File: src/rtl/cheat_loader.sv
// cheat_loader: producer side of the cheat-code load interface.
// Assembles 16-byte records from the HPS download byte stream into the
// 129-bit {strobe, flags, address, compare, replace} word for the matching
// engine, paces one clean strobe edge per record, and pulses codes_clear at
// the start of each download.
// Optional: `define CHEAT_LOADER_ZERO_SKIP_EN to drop all-zero (padding) records.
module cheat_loader #(
  parameter int MAX_CODES   = 32,
  parameter int HOLD_CYCLES = 2
) (
  input  logic                           clk,
  input  logic                           reset,
  input  logic                           dl_active,
  input  logic                           dl_wr,
  input  logic [7:0]                     dl_data,
  output logic                           dl_ready,
  output logic                           codes_clear,
  output logic [128:0]                   code,
  output logic [$clog2(MAX_CODES+1)-1:0] code_count,
  output logic                           overflow,
  output logic                           partial
);

  localparam int CW = $clog2(MAX_CODES+1);
  localparam int HW = $clog2(HOLD_CYCLES+1);

  typedef enum logic [2:0] {IDLE, CLEAR, COLLECT, STROBE_HI, STROBE_LO} state_t;

  state_t        state, next_state;
  logic [127:0]  code_q;
  logic [3:0]    idx;
  logic [HW-1:0] hold_cnt;
  logic          act_q;
  logic          accept, last_byte, rec_keep, hold_done, room;
  logic [6:0]    pos;

  // Field f = idx>>2 sits at code[127-32f -: 32]; byte b = idx&3 fills bits [8b+7:8b]
  // of that field, so the little-endian file field lands as a numeric value.
  assign pos       = 7'd96 - {idx[3:2], 5'd0} + {2'd0, idx[1:0], 3'd0};
  assign accept    = (state == COLLECT) && dl_active && dl_wr;
  assign last_byte = accept && (idx == 4'd15);
  assign hold_done = (hold_cnt == HW'(HOLD_CYCLES-1));
  assign room      = (code_count < CW'(MAX_CODES));

`ifdef CHEAT_LOADER_ZERO_SKIP_EN
  logic nz_q, nz_next;
  assign nz_next  = ((idx == 4'd0) ? 1'b0 : nz_q) | (|dl_data);
  assign rec_keep = nz_next;

  // Running OR of the record's accepted bytes, restarted at byte 0.
  always_ff @(posedge clk) begin
    if (reset || state == CLEAR) nz_q <= 1'b0;
    else if (accept)             nz_q <= nz_next;
  end
`else
  assign rec_keep = 1'b1;
`endif

  assign dl_ready    = (state == COLLECT);
  assign codes_clear = (state == CLEAR);
  assign code        = {state == STROBE_HI, code_q};

  // State register.
  always_ff @(posedge clk) begin
    if (reset) state <= IDLE;
    else       state <= next_state;
  end

  // Next-state logic.
  always_comb begin
    next_state = state;
    case (state)
      IDLE:      if (dl_active && !act_q) next_state = CLEAR;
      CLEAR:     next_state = COLLECT;
      COLLECT: begin
        if (!dl_active)                        next_state = IDLE;
        else if (last_byte && rec_keep && room) next_state = STROBE_HI;
      end
      STROBE_HI: if (hold_done) next_state = STROBE_LO;
      STROBE_LO: if (hold_done) next_state = dl_active ? COLLECT : IDLE;
      default:   next_state = IDLE;
    endcase
  end

  // Record assembly, strobe pacing, counters and sticky status.
  always_ff @(posedge clk) begin
    if (reset) begin
      code_q     <= '0;
      idx        <= '0;
      hold_cnt   <= '0;
      act_q      <= 1'b0;
      code_count <= '0;
      overflow   <= 1'b0;
      partial    <= 1'b0;
    end else begin
      act_q <= dl_active;
      if ((state == STROBE_HI || state == STROBE_LO) && !hold_done) hold_cnt <= hold_cnt + 1'b1;
      else                                                         hold_cnt <= '0;
      case (state)
        CLEAR: begin
          code_q     <= '0;
          idx        <= '0;
          code_count <= '0;
          overflow   <= 1'b0;
          partial    <= 1'b0;
        end
        COLLECT: begin
          if (!dl_active) begin
            if (idx != 4'd0) partial <= 1'b1;
            idx <= '0;
          end else if (accept) begin
            code_q[pos +: 8] <= dl_data;
            idx              <= idx + 1'b1;  // wraps to 0 after byte 15
            if (last_byte && rec_keep && !room) overflow <= 1'b1;
          end
        end
        STROBE_LO: if (hold_done && room) code_count <= code_count + 1'b1;
        default: ;
      endcase
    end
  end

endmodule

File: config.mk
export PLATFORM = sky130hd
export DESIGN_NAME = cheat_loader
export DESIGN_NICKNAME = d
export VERILOG_FILES = /design/src/rtl/cheat_loader.sv
export SDC_FILE = /design/constraint.sdc
export NUM_CORES = 1
export LEC_CHECK = 0
export ABC_AREA = 1
export BUFFER_PORTS_ARGS = -buffer_cell sky130_fd_sc_hd__buf_2
export CAP_MARGIN = 30
export CORE_MARGIN = 3
export CORE_UTILIZATION = 57
export CTS_BUF_LIST = sky130_fd_sc_hd__clkbuf_16
export DETAILED_ROUTE_END_ITERATION = 12
export GPL_ROUTABILITY_DRIVEN = 0
export PLACE_DENSITY = 0.84
export RECOVER_POWER = 25
export SYNTH_ARGS = -nofsm -noshare
export SYNTH_HDL_FRONTEND = slang
export SYNTH_SLANG_ARGS = --single-unit
export TNS_END_PERCENT = 30
File: constraint.sdc
create_clock -name clk -period 5.7 [get_ports clk]
set_input_delay 0.285 -clock clk [delete_from_list [all_inputs] [get_ports clk]]
set_output_delay 0.285 -clock clk [all_outputs]
set_load 0.02 [all_outputs]
==> results.tsv, run 1 <==
metric	value	unit
violations	max-capacitance violations, max-slew violations	
multi_input_area	0.002940	mm^2
crit_arrival	3.34	ns
critPathMaxFanout	21	
path_common_cell	nand2_1	
synth_seq_cells	146	
cts_buffers	17	
cp_cell_sequence	inv_2 > ha_1 > clkinv_1 > nand3_1 > nor2_1 > nand2_1 > nand2_1 > nand2_1 > nand2_1 > a21oi_1	
final_common_cell	nand2_1	
rsz0062_at_grt	false	
max_slew_margin	-0.6010	
place_worst_setup_slack	2.738	ns
gr-usage-all-layers	0.2764	
p_comb_frac	0.254	
period_needed	3.006	ns
yosysTopAreaCellShare	0.4696	
synth-main-ff-cell	dfxtp_1	
syn_area	0.006223	mm^2
start_util	0.5948	
io_pins	151	
fin_worst_skew	0.01103	ns
syn-num-nets	872	
setup_slack	2.694	ns
cts_tree	yes	
critPathLaunchType	register	
total_power	2.855	mW
top_layer	met4	
clock_power_share	0.371	
synth.distinct_cells	36	
yosysWarnings	0	
post_cts_resize_count	0	
fp-row-count	37	
vias	6427	
avgSynthCellArea	7.296	um^2
route.met3.wl	1372	um
first_global_vias	5775	
postCtsHoldBufs	0	
routed-wl-met2	8250	um
hold_path.class	in -> reg	
die_y	110.5	um
fp.dieArea	0.01221	mm^2
portBuffers	150	
crit_path_end_kind	register	
antenna_found_initial	0	
die_w	110.5	um
status	finished, violations left	
routedLengthMet1	7391	um
slowest_stage	dfxtp_1	
powerDensity	384.6	mW/mm^2
synthCells	853	
routed_via_density	5.658	
cpPeakStageDelay	0.73	ns
cts_root_buf	clkbuf_16	
max_freq	332.6	MHz
ys_async_sr_fraction	0	
routedWlPerCell	15.36	um
final_cell_mix	nand2_1 (248), dfxtp_1 (146), a21oi_1 (139)	
internal_power	1.792	mW
hpwl	11900	um
min_period_over_period	0.5274	
diodes	0	
p_switching	1.063	mW
p_leak	2.811	nW
yosysSeqAreaShare	0.4696	
maxSlewViolCount	56	
clkLatencyLatePin	0.42	ns
critPathKind	reg -> reg	
ir_drop	207.8	uV
drt_wl_total	17450	um
grt_first_pass_wirelength	28220	um
first_pass_iters	8	
tightest_slew	2.402	ns
htree_levels	4	
postCtsSetupRepairBufs	0	
seqPwrFrac	0.375	
clk_pin_slew	0.06	ns
syn_to_final_growth	19.28	%
register_area	0.002923	mm^2
drt_first_iter_violations	723	
finalSetupTns	0	ns
clock_path_buffers	2	
nets	1006	
hold_viol	0	
design_area	0.007423	mm^2
switching_share	0.3724	
cts.sinks	146	
maxCapViolCount	1	
yosys.area.top_type	dfxtp_1	
drive_gt1_frac	0.1460	
grt_overflow	0	
postRouteAntennaNets	0	
synth-edff-count	0	
worstPathRequired	6.03	ns
n_fill_cell	939	
setup_violations	0	
core_area	0.01046	mm^2
place_area	0.006958	mm^2
grt_max_degree	89	
drc	0	
synth_top_cells_by_area	dfxtp_1 (47%), nand2_1 (15%), a21oi_1 (11%)	
## worst max-delay path, delay by kind of cell, from the launching register on
kind / cells / cell delay, ns
adder cells (fa/ha/maj): 1 / 0.70
AO/OA/AOI/OAI: 1 / 0.14
buffers and inverters: 2 / 0.59
AND/OR/NAND/NOR: 6 / 0.76
flip-flops: 1 / 0.73
## per-layer routing
layer	up-vias	GRT usage
met5	-	0
met4	0	0.09688
met3	49	0.05808
met2	317	0.4413
met1	2953	0.3713
li1	3108	-
## through the flow
| step | utilization | instances | hold slack (ns) |
|---|---|---|---|
| floorplan | - | 853 | 0.3985 |
| global placement | 0.6650 | 1104 | 0.4105 |
| detailed placement | 0.6650 | 1104 | 0.4153 |
| CTS | 0.7182 | 1136 | 0.1556 |
| global route | 0.7095 | 1136 | 0.1823 |
| finish | 0.7095 | 1136 | 0.1665 |
## cells in the mapped netlist, types with 2 or more instances
master / instances
a21oi_1: 139
buf_2: 7
buf_4: 8
buf_6: 3
clkbuf_1: 17
dfxtp_1: 146
ha_1: 7
inv_1: 33
inv_2: 8
nand2_1: 248
nand2_2: 7
nand3_1: 101
nand3_2: 2
nand4_1: 12
nor2_1: 68
nor2_2: 4
nor2_4: 2
nor3_1: 6
nor3_2: 2
o211ai_1: 2
o21ai_0: 10
o21ai_2: 7
## flip-flops by register name, summed over array words and instances (netlist names)
register	flops
state	3
hold_cnt	2
idx	4
partial	1
overflow	1
act_q	1
code_q	128
code_count	6
## cell families (layout without fill, tap and decap cells)
kind of cell	count (synthesis)	count (layout)	synth area share
xor+xnor	1	1	0.001408
fa+ha+maj	7	7	0.01407
buf+inv	79	226	0.05790
simple gates	458	458	0.3197
compound gates	162	162	0.1373
flops	146	146	0.4696
## power by group through the flow
stage	sequential (mW)	combinational, mW	clock (mW)
3_3_place_gp	1.09	0.702	0
3_5_place_dp	1.09	0.708	0
6_report	1.07	0.726	1.06
4_1_cts	1.07	0.712	1.06
2_1_floorplan	1.10	0.580	0
5_1_grt	1.07	0.805	1.11
## worst paths after layout
check,start,endpoint,slack (ns),depth (start not counted)
setup / recovery,idx[0]$_SDFFE_PP0P_,code_q[33]$_SDFFE_PP0P_,2.69,10
hold / removal,dl_active,act_q$_SDFF_PP0_,0.17,3
setup reg to reg,idx[0]$_SDFFE_PP0P_,code_q[33]$_SDFFE_PP0P_,2.69,10
hold reg to reg,hold_cnt[0]$_SDFF_PP0_,hold_cnt[0]$_SDFF_PP0_,0.42,1
## layout make-up
class | count | area share
Sequential cell | 146 | 0.3937
Clock buffer | 17 | 0.05731
Tap cell | 136 | 0.02292
Inverter | 43 | 0.02208
Clock inverter | 15 | 0.01770
Timing Repair Buffer | 151 | 0.09017
Multi-Input combinational cell | 628 | 0.3961
(Power assumes the default switching activity.)
==> inputs of run 2 (changes only) <==
- CORE_UTILIZATION: 57 -> 53
- PLACE_DENSITY: 0.84 -> 0.79
- clock period: 5.7 -> 3 ns (I/O delays scaled with it)
==> results.tsv, run 2 (synthesis gave the netlist of run 1 again) <==
metric	value	unit
grt_overflow	0	
grt_first_pass_wirelength	28250	um
portBuffers	150	
p_leak	2.887	nW
place_area	0.007013	mm^2
reg.largest.list	code_q: 128 flops, code_count: 6 flops, idx: 4 flops	
hold_path.class	in -> reg	
crit_path_end_kind	register	
clock_path_buffers	2	
start_util	0.5570	
critPathKind	reg -> reg	
r2r_slack	0.55	ns
crit_arrival	2.72	ns
final_common_cell	nand2_1	
nets	1011	
post_cts_resize_count	0	
cts_root_buf	clkbuf_16	
postCtsSetupRepairBufs	0	
die_y	114.4	um
cp-startpoint	idx[1]$_SDFFE_PP0P_	
fin_worst_skew	0.005592	ns
drt_first_iter_violations	708	
hold_ws	0.01945	ns
ir_drop	663.6	uV
design_area	0.007570	mm^2
postRouteAntennaNets	0	
period_needed	2.453	ns
r2r_end	code_q[116]$_SDFFE_PP0P_	
hpwl	12070	um
die_w	114.4	um
final_cell_mix	nand2_1 (248), dfxtp_1 (146), a21oi_1 (139)	
htree_levels	4	
reg2regPathDepth	10	
final_util	0.6775	
routed_via_density	5.451	
critPathMaxFanout	15	
maxCapViolCount	0	
drt_wl_total	17560	um
gr-usage-all-layers	0.2709	
clkLatencyLatePin	0.42	ns
critPathLaunchType	register	
tightest_slew	0.6632	ns
clk_pin_slew	0.06	ns
grt_max_degree	74	
postCtsHoldBufs	0	
fp.dieArea	0.01308	mm^2
drc	0	
cts.sinks	146	
rsz0062_at_grt	false	
total_power	5.781	mW
hp-start	dl_active	
fp-row-count	38	
setup_violations	0	
finalSetupTns	0	ns
vias	6231	
cts_tree	yes	
maxSlewViolCount	0	
hold_end	act_q$_SDFF_PP0_	
max_slew_margin	0.5579	
n_fill_cell	1025	
core_area	0.01117	mm^2
hold_depth	3	
worstPathRequired	3.27	ns
max_freq	407.7	MHz
io_pins	151	
syn_to_final_growth	21.63	%
routedWlPerCell	15.37	um
first_pass_iters	5	
first_global_vias	5750	
largest_register	code_q	
cts_buffers	17	
powerDensity	763.6	mW/mm^2
antenna_found_initial	1	
hold_viol	0	
reg2reg_from	idx[1]$_SDFFE_PP0P_	
status	finished clean	
drive_gt1_frac	0.1477	
largest_reg_flops	128	
min_period_over_period	0.8177	
[run 2: cell types whose count changed in the layout (fill, tap and decap cells not counted), moves of 2 or more]
cell	before	now
clkinv_2	2	0
inv_6	4	0
clkinvlp_4	3	1
bufinv_16	1	6
buf_4	1	6
[run 2: worst max-delay path by stage]
| stage | to | slack, ns | depth (start not counted) |
|---|---|---|---|
| after global placement | code_q[115]$_SDFFE_PP0P_ | 0.75 | 10 |
| after detailed placement | code_q[113]$_SDFFE_PP0P_ | 0.68 | 10 |
| after floorplan | code_q[119]$_SDFFE_PP0P_ | 0.97 | 12 |
| final | code_q[116]$_SDFFE_PP0P_ | 0.55 | 10 |
| after global routing | code_q[112]$_SDFFE_PP0P_ | 0.36 | 10 |
| after CTS | code_q[116]$_SDFFE_PP0P_ | 0.57 | 10 |
[run 2: layout make-up]
cell class / instances / area, um^2 / share of cell area
diodes: 1 / 2.502 / 0.0003306
clock buffers: 17 / 425.4 / 0.05620
clock inverters: 12 / 216.5 / 0.02860
inverters: 43 / 163.9 / 0.02165
multi-input cells: 628 / 2940 / 0.3884
flip-flops and latches: 146 / 2923 / 0.3861
well taps: 140 / 175.2 / 0.02314
repair buffers: 156 / 723.2 / 0.09554
[run 2: where the power goes]
part	switching [mW]	total (mW)	leakage [nW]	internal (mW)
clock	0.785	2.32	0.311	1.54
combinational	1.12	1.43	1.40	0.308
sequential	0.0439	2.03	1.18	1.98
total	1.95	5.78	2.89	3.83
[run 2: stage by stage]
step | worst slack (ns) | cells
after floorplan | 0.9666 | 853
after global placement | 0.7505 | 1113
after detailed placement | 0.6794 | 1113
after CTS | 0.5654 | 1142
after global routing | 0.3619 | 1143
final | 0.5469 | 1143
[run 2: worst max-delay path, cell delays in order (launching register included)]
cell and delay (ns):
dfxtp_1 0.41, inv_1 0.15, ha_1 0.22, nand2_1 0.11, nand2_2 0.22, nor2_2 0.37, nand2_1 0.17, o21ai_0 0.23
nand2_1 0.22, nand2_1 0.13, a21oi_1 0.06
[run 2: per-layer routing]
metal	wire, um	track usage
met3	1187	0.06977
met5	0	0
met4	375	0.09422
met2	8335	0.4364
met1	7666	0.3539
==> inputs of run 3 (changes only) <==
- ABC_AREA: 1 -> 0
- CORE_UTILIZATION: 53 -> 47
- PLACE_DENSITY: 0.79 -> 0.75
- clock period: 3 -> 2 ns (I/O delays scaled with it)
==> results.tsv, run 3 <==
metric	value	unit
drt_first_iter_violations	382	
path_delay_family	compound AO/OA/AOI/OAI gates	
crit_path_end_kind	register	
fp-row-count	39	
syn_area	0.005747	mm^2
cpPeakStageDelay	0.49	ns
diodes	0	
postRouteAntennaNets	0	
period_needed	1.938	ns
finalSetupTns	0	ns
largest_register	code_q	
yosys.area.top_type	dfxtp_1	
die_w	116.6	um
maxCapViolCount	0	
synth_fa_ha_area_frac	0.01524	
crit_arrival	2.25	ns
tightest_slew	0.7870	ns
fp.dieArea	0.01359	mm^2
critPathMaxFanout	9	
die_y	116.6	um
final_common_cell	dfxtp_1	
hold_depth	3	
worstPathRequired	2.31	ns
synth_top_cells_by_area	dfxtp_1 (51%), a22o_1 (13%), o2bb2ai_1 (5.6%)	
cts.sinks	146	
synth.most_common_cell	dfxtp_1	
n_fill_cell	987	
synth_compound_area_frac	0.2841	
yosysWarnings	0	
final_cell_mix	dfxtp_1 (146), a22o_1 (84), buf_2 (81)	
max_freq	515.9	MHz
reg2regPathDepth	6	
place_area	0.006872	mm^2
portBuffers	150	
final_util	0.6324	
fin_worst_skew	0.005531	ns
min_period_over_period	0.9691	
vias	5061	
first_pass_iters	5	
cts_tree	yes	
max_slew_margin	0.4742	
clkLatencyLatePin	0.42	ns
syn_to_final_growth	28.35	%
drc	0	
synth_mux_area_frac	0.001742	
synth_seq_cells	146	
antenna_found_initial	0	
synth-main-ff-cell	dfxtp_1	
htree_levels	4	
grt_first_pass_wirelength	25500	um
first_global_vias	4772	
reg.largest.list	code_q: 128 flops, code_count: 6 flops, idx: 4 flops	
yosysSeqAreaShare	0.5086	
maxSlewViolCount	0	
routed_via_density	5.811	
grt_overflow	0	
critPathKind	reg -> reg	
avgSynthCellArea	10.64	um^2
grt_max_degree	35	
gr-usage-all-layers	0.2413	
syn-num-nets	559	
routedWlPerCell	18.96	um
design_area	0.007376	mm^2
cts_buffers	17	
yosys.area_share.simple	0.1535	
worst-path-stages	6	
largest_reg_flops	128	
cts_root_buf	clkbuf_16	
synth_top_family_by_area	compound AO/OA/AOI/OAI gates	
ir_drop	581.3	uV
synth-edff-count	0	
io_pins	151	
ys_async_sr_fraction	0	
post-place-cells	837	
timing.critical_path.buf_inv	1	
core_area	0.01166	mm^2
critPathLaunchType	register	
yosysTopAreaCellShare	0.5086	
nets	734	
powerDensity	1025	mW/mm^2
post_synth_xor_area_fraction	0.007620	
p_leak	2.967	nW
hold_viol	0	
synth_common_cells	dfxtp_1 (146), a22o_1 (84), o2bb2ai_1 (37)	
finalNonFillerCells	871	
clk_pin_slew	0.06	ns
cp_cell_sequence	inv_1 > ha_4 > and2_1 > a21oi_1 > nor2_1 > a22o_1	
drive_gt1_frac	0.2582	
status	finished clean	
slowest_stage	a21oi_1	
hpwl	11920	um
setup_violations	0	
synthCells	540	
start_util	0.4928	
hold_path.class	in -> reg	
drt_wl_total	16510	um
clock_path_buffers	2	
rsz0062_at_grt	false	
synth.distinct_cells	60	
==> run 3: changes by cell type after synthesis, sizes merged, moves of 7 or more <==
cell,before,now
nand2b,0,34
nand4,13,5
nor2,74,41
a22o,0,84
nor2b,0,14
inv,42,8
o2bb2ai,0,37
clkbuf,17,10
a21oi,139,22
nand2,256,20
o221ai,0,8
nand3,103,10
==> run 3: where the power goes <==
| group | switching (mW) | internal (mW) | total, mW |
|---|---|---|---|
| logic | 1.08 | 0.523 | 1.60 |
| clock network | 1.18 | 1.80 | 2.98 |
| registers | 0.0359 | 2.95 | 2.98 |
| total | 2.29 | 5.27 | 7.56 |
==> run 3: final timing paths <==
check,start,endpoint,slack [ns]
worst max-delay path,idx[1]$_SDFFE_PP0P_,code_q[60]$_SDFFE_PP0P_,0.06
worst max register to register,idx[1]$_SDFFE_PP0P_,code_q[60]$_SDFFE_PP0P_,0.06
worst min-delay path,dl_data[0],code_q[120]$_SDFFE_PP0P_,0.09
worst min register to register,hold_cnt[0]$_SDFF_PP0_,hold_cnt[0]$_SDFF_PP0_,0.43
==> run 3: final cells by class <==
class	count	area, um^2	share of cell area
clock buffer	17	425.4	0.05768
clock inverter	15	126.4	0.01713
inverter	9	38.79	0.005259
multi-input combinational	356	2741	0.3717
sequential	146	2923	0.3963
tap	143	178.9	0.02426
timing repair buffer	185	942.2	0.1277
==> run 3: cell families after synthesis <==
group                    Yosys count
AO/OA/AOI/OAI                    194
XOR/XNOR                           5
adder cells (fa/ha/maj)            7
buffers and inverters             38
flip-flops                       146
multiplexers                       1
AND/OR/NAND/NOR                  149
==> run 3: metal layers <==
layer / vias to the layer above / GRT usage / share of wire
li1: 2391 / - / -
met1: 2429 / 0.3213 / 0.45
met2: 217 / 0.3879 / 0.46
met3: 24 / 0.06425 / 0.070
met4: 0 / 0.06957 / 0.012
met5: - / 0 / 0
==> run 3: repair_timing <==
action	4_1_cts	5_1_grt
setup buffers	0	1
endpoints found under the setup margin	0	54
hold endpoints to repair	1	0
hold buffers	1	0
resized for setup	0	4
==> run 3: worst register-to-register path, delay by kind of cell (launching register included) <==
family	cells	cell delay, ns
adder cells (fa/ha/maj)	1	0.20
AO/OA/AOI/OAI	2	0.73
buffers and inverters	1	0.08
flip-flops	1	0.33
AND/OR/NAND/NOR	2	0.48
==> run 3: through the flow <==
stage / worst slack (ns) / total power, mW / hold WS [ns]
2_1_floorplan: 0.01294 / 4.118 / 0.2282
3_3_place_gp: 0.1248 / 4.551 / 0.4060
3_5_place_dp: 0.07043 / 4.590 / 0.4253
4_1_cts: 0.04109 / 7.561 / 0.07269
5_1_grt: 0.001491 / 7.868 / 0.08323
6_report: 0.06181 / 7.562 / 0.08606
